## config.mk

```make
export PLATFORM = sky130hd
export DESIGN_NAME = riscv_core_divider
export DESIGN_NICKNAME = d
export VERILOG_FILES = /design/src/rtl/riscv_core_pkg.sv /design/src/rtl/riscv_core_div_step.sv /design/src/rtl/riscv_core_divider.sv
export SDC_FILE = /design/constraint.sdc
export NUM_CORES = 1
export LEC_CHECK = 0
export ABC_AREA = 1
export CAP_MARGIN = 20
export CORE_ASPECT_RATIO = 0.8
export CORE_UTILIZATION = 40
export DETAILED_ROUTE_END_ITERATION = 6
export PLACE_DENSITY_LB_ADDON = 0.1
export SETUP_SLACK_MARGIN = 0.5
export SYNTH_ARGS = -nofsm -noshare
export SYNTH_HDL_FRONTEND = slang
export SYNTH_HIERARCHICAL = 1
export SYNTH_SLANG_ARGS = --single-unit
```

## constraint.sdc

```tcl
create_clock -name i_clk -period 7 [get_ports i_clk]
set_input_delay 0.7 -clock i_clk [delete_from_list [all_inputs] [get_ports i_clk]]
set_output_delay 0.7 -clock i_clk [all_outputs]
set_load 0.005 [all_outputs]
```

## src/rtl/riscv_core_pkg.sv

```systemverilog
// rtl/riscv_core_pkg.sv - shared types and constants for the RV64M divider
//
// Purpose: operation and FSM state enumerations for riscv_core_divider,
//          word-op width, default XLEN and counter width, and decode helpers.
// Ports:   none (package).

package riscv_core_pkg;

  localparam int DIV_XLEN   = 64;
  localparam int DIV_W_BITS = 32;
  localparam int DIV_CNT_W  = $clog2(DIV_XLEN);

  typedef enum logic [2:0] {
    OP_DIV   = 3'd0,
    OP_DIVU  = 3'd1,
    OP_REM   = 3'd2,
    OP_REMU  = 3'd3,
    OP_DIVW  = 3'd4,
    OP_DIVUW = 3'd5,
    OP_REMW  = 3'd6,
    OP_REMUW = 3'd7
  } div_op_e;

  typedef enum logic [1:0] {
    IDLE = 2'd0,
    CALC = 2'd1,
    FIX  = 2'd2,
    DONE = 2'd3
  } div_state_e;

  // The encoding groups the attributes into single bits:
  // bit 0 = unsigned, bit 1 = remainder, bit 2 = word op.
  function automatic logic op_is_signed(input div_op_e op);
    return ~op[0];
  endfunction

  function automatic logic op_is_rem(input div_op_e op);
    return op[1];
  endfunction

  function automatic logic op_is_word(input div_op_e op);
    return op[2];
  endfunction

endpackage

```

## src/rtl/riscv_core_div_step.sv

```systemverilog
// rtl/riscv_core_div_step.sv - one combinational restoring-division step
//
// Purpose: shifts the next dividend bit into the partial remainder and
//          subtracts the divisor when that does not go negative.
// Ports:
//   rem           in  W  partial remainder (always < divisor)
//   dividend_bit  in  1  next dividend bit, MSB first
//   divisor       in  W  divisor magnitude
//   rem_next      out W  updated partial remainder
//   q_bit         out 1  quotient bit produced by this step

module riscv_core_div_step #(
  parameter int W = 64
) (
  input  logic [W-1:0] rem,
  input  logic         dividend_bit,
  input  logic [W-1:0] divisor,
  output logic [W-1:0] rem_next,
  output logic         q_bit
);

  // One extra bit: the shifted remainder can reach 2*divisor-1.
  logic [W:0] shifted;

  assign shifted  = {rem, dividend_bit};
  assign q_bit    = (shifted >= {1'b0, divisor});
  // After a successful subtract the value is below the divisor, so it fits W bits.
  assign rem_next = q_bit ? W'(shifted - {1'b0, divisor}) : {rem[W-2:0], dividend_bit};

endmodule

```

## src/rtl/riscv_core_divider.sv

```systemverilog
// rtl/riscv_core_divider.sv - iterative radix-2 restoring divider for RV64M DIV/REM
//
// Purpose: one operation per handshake, one quotient bit per cycle, signed
//          fix-up, W-op sign extension, divide-by-zero and overflow results.
// Configuration macro: RISCV_CORE_DIV_FAST_SPECIAL_EN - divide-by-zero and
//          signed overflow skip the iteration and finish one cycle after accept.
// Ports:
//   i_clk               in  1     clock, rising edge
//   i_rst_n             in  1     asynchronous active-low reset
//   i_div_valid         in  1     request valid
//   o_div_ready         out 1     idle, request accepted this cycle
//   i_div_op            in  3     div_op_e
//   i_div_rs1           in  XLEN  dividend
//   i_div_rs2           in  XLEN  divisor
//   i_div_flush         in  1     abort in-flight operation
//   o_div_result_valid  out 1     result valid, held until acknowledged
//   i_div_result_ready  in  1     consumer accepts result
//   o_div_result        out XLEN  quotient or remainder

module riscv_core_divider
  import riscv_core_pkg::*;
#(
  parameter int XLEN = DIV_XLEN
) (
  input  logic            i_clk,
  input  logic            i_rst_n,
  input  logic            i_div_valid,
  output logic            o_div_ready,
  input  logic [2:0]      i_div_op,
  input  logic [XLEN-1:0] i_div_rs1,
  input  logic [XLEN-1:0] i_div_rs2,
  input  logic            i_div_flush,
  output logic            o_div_result_valid,
  input  logic            i_div_result_ready,
  output logic [XLEN-1:0] o_div_result
);

  localparam int CNT_W = $clog2(XLEN);
  localparam int HI_W  = XLEN - DIV_W_BITS;

  div_state_e state_q, state_d;

  logic [XLEN-1:0]  rem_q;     // partial remainder
  logic [XLEN-1:0]  dq_q;      // dividend shifts out the top, quotient shifts in the bottom
  logic [XLEN-1:0]  dv_q;      // divisor magnitude
  logic [XLEN-1:0]  a_raw_q;   // original dividend, for divide-by-zero remainder
  logic [CNT_W-1:0] cnt_q;
  logic             w_q, rem_sel_q, neg_q_q, neg_r_q, dz_q, ovf_q;
  logic [XLEN-1:0]  result_q;

  logic load, step_en, fix_en;

  // Request decode and operand preparation
  div_op_e          op_in;
  logic             in_w, in_signed, in_rem;
  logic [31:0]      a_lo, b_lo;
  logic             a_neg, b_neg;
  logic [31:0]      a_mag_w, b_mag_w;
  logic [XLEN-1:0]  a_mag_x, b_mag_x;
  logic [XLEN-1:0]  dq_init, dv_init;
  logic             dz_in, ovf_in, special_in;

  assign op_in     = div_op_e'(i_div_op);
  assign in_w      = op_is_word(op_in);
  assign in_signed = op_is_signed(op_in);
  assign in_rem    = op_is_rem(op_in);
  assign a_lo      = i_div_rs1[31:0];
  assign b_lo      = i_div_rs2[31:0];

  always_comb begin
    a_neg   = in_signed & (in_w ? a_lo[31] : i_div_rs1[XLEN-1]);
    b_neg   = in_signed & (in_w ? b_lo[31] : i_div_rs2[XLEN-1]);
    a_mag_w = a_neg ? -a_lo : a_lo;
    b_mag_w = b_neg ? -b_lo : b_lo;
    a_mag_x = a_neg ? -i_div_rs1 : i_div_rs1;
    b_mag_x = b_neg ? -i_div_rs2 : i_div_rs2;
    // Word dividends sit in the top half so the MSB-first shift needs only 32 steps.
    dq_init = in_w ? {a_mag_w, {HI_W{1'b0}}} : a_mag_x;
    dv_init = in_w ? {{HI_W{1'b0}}, b_mag_w} : b_mag_x;
    dz_in   = in_w ? (b_lo == '0) : (i_div_rs2 == '0);
    ovf_in  = in_signed & (in_w ? ((a_lo == 32'h8000_0000) && (&b_lo))
                                : ((i_div_rs1 == {1'b1, {(XLEN-1){1'b0}}}) && (&i_div_rs2)));
    special_in = dz_in | ovf_in;
  end

  // Result for divide-by-zero (quotient -1, remainder dividend) and signed
  // overflow (quotient dividend, remainder 0), sign-extended for word ops.
  function automatic logic [XLEN-1:0] special_value(input logic w, input logic r,
                                                    input logic [XLEN-1:0] a, input logic dz);
    logic [XLEN-1:0] v;
    if (dz) v = r ? a : '1;
    else    v = r ? '0 : a;
    return w ? {{HI_W{v[31]}}, v[31:0]} : v;
  endfunction

  // Restoring step
  logic [XLEN-1:0] rem_nx;
  logic            q_bit;

  riscv_core_div_step #(.W(XLEN)) u_step (
    .rem          (rem_q),
    .dividend_bit (dq_q[XLEN-1]),
    .divisor      (dv_q),
    .rem_next     (rem_nx),
    .q_bit        (q_bit)
  );

  // Sign fix-up and result selection
  logic [XLEN-1:0] q_s, r_s, sel, fixed;

  always_comb begin
    q_s   = neg_q_q ? -dq_q : dq_q;
    r_s   = neg_r_q ? -rem_q : rem_q;
    sel   = rem_sel_q ? r_s : q_s;
    fixed = w_q ? {{HI_W{sel[31]}}, sel[31:0]} : sel;
    if (dz_q || ovf_q) fixed = special_value(w_q, rem_sel_q, a_raw_q, dz_q);
  end

  // FSM
  always_ff @(posedge i_clk or negedge i_rst_n) begin
    if (!i_rst_n) state_q <= IDLE;
    else          state_q <= state_d;
  end

  always_comb begin
    state_d = state_q;
    load    = 1'b0;
    step_en = 1'b0;
    fix_en  = 1'b0;
    case (state_q)
      IDLE: begin
        if (i_div_valid) begin
          load = 1'b1;
`ifdef RISCV_CORE_DIV_FAST_SPECIAL_EN
          state_d = special_in ? DONE : CALC;
`else
          state_d = CALC;
`endif
        end
      end
      CALC: begin
        step_en = 1'b1;
        if (cnt_q == '0) state_d = FIX;
      end
      FIX: begin
        fix_en  = 1'b1;
        state_d = DONE;
      end
      DONE: begin
        if (i_div_result_ready) state_d = IDLE;
      end
      default: state_d = IDLE;
    endcase
    // A pipeline kill beats any accept or acknowledge in the same cycle.
    if (i_div_flush) begin
      state_d = IDLE;
      load    = 1'b0;
      step_en = 1'b0;
      fix_en  = 1'b0;
    end
  end

  // Datapath
  always_ff @(posedge i_clk or negedge i_rst_n) begin
    if (!i_rst_n) begin
      rem_q     <= '0;
      dq_q      <= '0;
      dv_q      <= '0;
      a_raw_q   <= '0;
      cnt_q     <= '0;
      w_q       <= 1'b0;
      rem_sel_q <= 1'b0;
      neg_q_q   <= 1'b0;
      neg_r_q   <= 1'b0;
      dz_q      <= 1'b0;
      ovf_q     <= 1'b0;
      result_q  <= '0;
    end else if (i_div_flush) begin
      result_q <= '0;
    end else if (load) begin
      rem_q     <= '0;
      dq_q      <= dq_init;
      dv_q      <= dv_init;
      a_raw_q   <= i_div_rs1;
      cnt_q     <= in_w ? CNT_W'(DIV_W_BITS - 1) : CNT_W'(XLEN - 1);
      w_q       <= in_w;
      rem_sel_q <= in_rem;
      neg_q_q   <= a_neg ^ b_neg;
      neg_r_q   <= a_neg;
      dz_q      <= dz_in;
      ovf_q     <= ovf_in;
`ifdef RISCV_CORE_DIV_FAST_SPECIAL_EN
      if (special_in) result_q <= special_value(in_w, in_rem, i_div_rs1, dz_in);
`endif
    end else if (step_en) begin
      rem_q <= rem_nx;
      dq_q  <= {dq_q[XLEN-2:0], q_bit};
      cnt_q <= cnt_q - 1'b1;
    end else if (fix_en) begin
      result_q <= fixed;
    end
  end

  assign o_div_ready        = (state_q == IDLE);
  assign o_div_result_valid = (state_q == DONE);
  assign o_div_result       = result_q;

endmodule

```

==> metrics.txt <==
status=finished clean; Crit Path Class=flop to flop; synthesized area per cell=5.91 um2; clock network fraction of design power=between 10% and 20%; Seq. cell area=8360 um2; Synth top cells by count=nand2_1 (1757), inv_1 (657), nor2_1 (562); post-CTS setup buffers=0; Gates resized, CTS repair=0; DP HPWL=115 mm; Crit Path Max Fanout=63; clk_skew=0.0224 ns; I/O Buffers=201; Synth-to-Final Area Change=13.1%; FILL cells=about 8500; CP arrival=around 4.5 ns; starting density of the core=about two fifths; pin count of the biggest net entering global routing=about 130; CTS Buf Count=39; Post-Route WL=143 mm; Final setup viols=0; register bit total from synthesis=about 330; Hold Path Class=input pin to asynchronous set/reset pin; post-layout util=a little under half; global placement routability congestion=1.07; hold-fix buffer count after cts=0; die extent in y=between 200 and 300 um; reg2reg start=neg_r_q$_DFFE_PN0P_; dpl ws=roughly 2.9 ns; mean routed wirelength per cell=22.3 um; vias per inst=5.57; largest area contributor in the netlist=dfrtp_1; clock sinks=approximately 330; max_cap viols=0; Syn Inst Count=between 5000 and 6000; Max Buffers Root-to-Sink=3; Worst Setup Start Kind=flop; Worst-Margin Slew=approximately 1.2 ns; reg2reg path depth=10; Final WS setup=between 2 and 3 ns; first-pass GRT wire length=209 mm; Psw=around 12 mW; Cells after DPL=approximately 6300; Sw Share=between 50% and 60%; RSZ-0062 raised after global routing=no; Internal Power=between 8 and 9 mW; Iter 0 DRT Violations=around 4700; count leader, synth=nand2_1; Non-Filler Instances=about 6400; total power=20.5 mW; Top FF cell, synth=dfrtp_1; maximum vdd drop=0.438 mV; CTS clk-pin slew, worst paths=0.06 ns; final worst path period share=a little under three fifths; H-tree depth=2; Final #Nets=approximately 5600; layout cell share with drive strength beyond 1=5.61%; crit path launch=neg_r_q$_DFFE_PN0P_; total gr overflow=0; vias in the first global route=31913; Mapped Nets=between 5000 and 6000; CP required=roughly 7.5 ns; initial antenna violation count=6; CTS tree=built; Final Critical Period=4.02 ns; Slew Limit Fails=0; area of the multi-input gates=approximately 19000 um2; Power Density=between 500 and 600 nW/um2; ys async rst share=100%; I/O pins=about 200; synth unique cells=65; Comb pwr share=a little over two thirds; core footprint=about 77000 um2; total iterations of the first detailed-routing run=7; DIE WIDTH=314 um; GRT Overall Usage=35.5%; Skew-Pair Late Insertion Delay=around 0.6 ns; Vias=35693; Peak Freq=approximately 250 MHz; Slew headroom=between 10% and 20%; Reg power frac=a little under a fifth; number of enable flip-flop cells after synthesis=0; # DRC=0; clk root buf=clkbuf_16; CP Capture Type=flop; RR Endpoint=o_div_result[25]$_DFFE_PN0P_; Final Hold Viols=0; reg2reg setup slack=~3.0 ns; Final ANT Viol Nets=0; DIE AREA=approximately 80000 um2; Synth Warn #=6; Synth Cell Area=~31000 um2; Lkg Pwr=around 18 nW; Synth top area share=26.9%; row count=just over 90; Seq/Total Area, Yosys=between 20% and 30%; post-route setup TNS=0 ns; dominant cells by area after synthesis=dfrtp_1 (27%), nand2_1 (21%), inv_1 (7.9%)
==> metrics by stage <==
step           area [um2]  hold slack [ns]
6_report            35200           0.0963
2_1_floorplan       31100            0.404
4_1_cts             35200            0.102
3_5_place_dp        33800            0.465
3_3_place_gp        33800            0.464
5_1_grt             35200            0.124
==> worst max path at each step <==
stage	cells after the start	to	slack [ns]
CTS	10	o_div_result[25]$_DFFE_PN0P_	3.22
finish	10	o_div_result[25]$_DFFE_PN0P_	2.98
detailed placement	9	dz_q$_DFFE_PN0P_	2.88
global placement	9	dq_q[34]$_DFFE_PN0P_	2.93
global route	10	o_div_result[25]$_DFFE_PN0P_	2.90
floorplan	13	rem_q[10]$_DFFE_PN0P_	4.75
==> cells in the final DEF (no fill, tap or decap), types with 76 or more instances in the layout <==
cell type        Yosys  routed
nand3_1            446     446
xor2_1              85      85
o21ai_0            370     370
nor2_1             562     561
nand2_1           1757    1757
nor3_1              87      87
inv_1              657     655
a21oi_1            217     217
dfrtp_1            334     331
clkdlybuf4s50_1      0     200
ha_1                76      76
==> flip-flops by register name (all words and copies together), names as in the netlist <==
name	count
a_raw_q	64
cnt_q	6
dq_q	64
dv_q	64
dz_q	1
neg_q_q	1
neg_r_q	1
o_div_result	64
ovf_q	1
rem_q	64
rem_sel_q	1
state_q	2
w_q	1
==> worst max-delay path, stage by stage, from the launching register on <==
cell and delay [ns]:
dfrtp_2 0.34, buf_4 0.51, clkinv_1 0.71, nor2_1 0.52, nor2_2 0.15, nand2_1 0.13, o21ai_0 0.09, o21ai_0 0.95
nand2_1 0.22, o211ai_1 0.18, nand2_1 0.08
==> kinds of logic after synthesis <==
group	synth area share [%]
adder cells (fa/ha/maj)	3.12
flip-flops	26.9
XOR/XNOR	2.68
buffers and inverters	11.4
AND/OR/NAND/NOR	42.9
AO/OA/AOI/OAI	13.0
==> layout make-up <==
type | count | share of cell area, %
antenna | 1 | 0.00712
clock buffer | 52 | 3.23
clock inverter | 19 | 0.737
inverter | 708 | 7.56
multi-input combinational | 4037 | 54.7
sequential | 334 | 23.8
tap | 1023 | 3.64
timing repair buffer | 230 | 6.39
==> power by group through the flow <==
stage	registers [mW]	logic, mW	clock network (mW)
after floorplan	3.38	9.51	0
after global placement	3.88	13.8	0
after detailed placement	3.88	13.8	0
after CTS	3.85	13.8	2.30
after global routing	3.96	15.6	2.37
final	3.89	14.3	2.27
==> per-layer routing <==
| layer | vias up | track usage [%] | routed length (um) |
|---|---|---|---|
| met1 | 16835 | 55.7 | 68500 |
| met3 | 164 | 8.46 | 16400 |
| li1 | 16933 | - | - |
| met2 | 1755 | 47.9 | 55200 |
| met4 | 6 | 7.26 | 2930 |
| met5 | - | 0 | 36 |
Note: power is estimated with default switching activity, not from simulation.
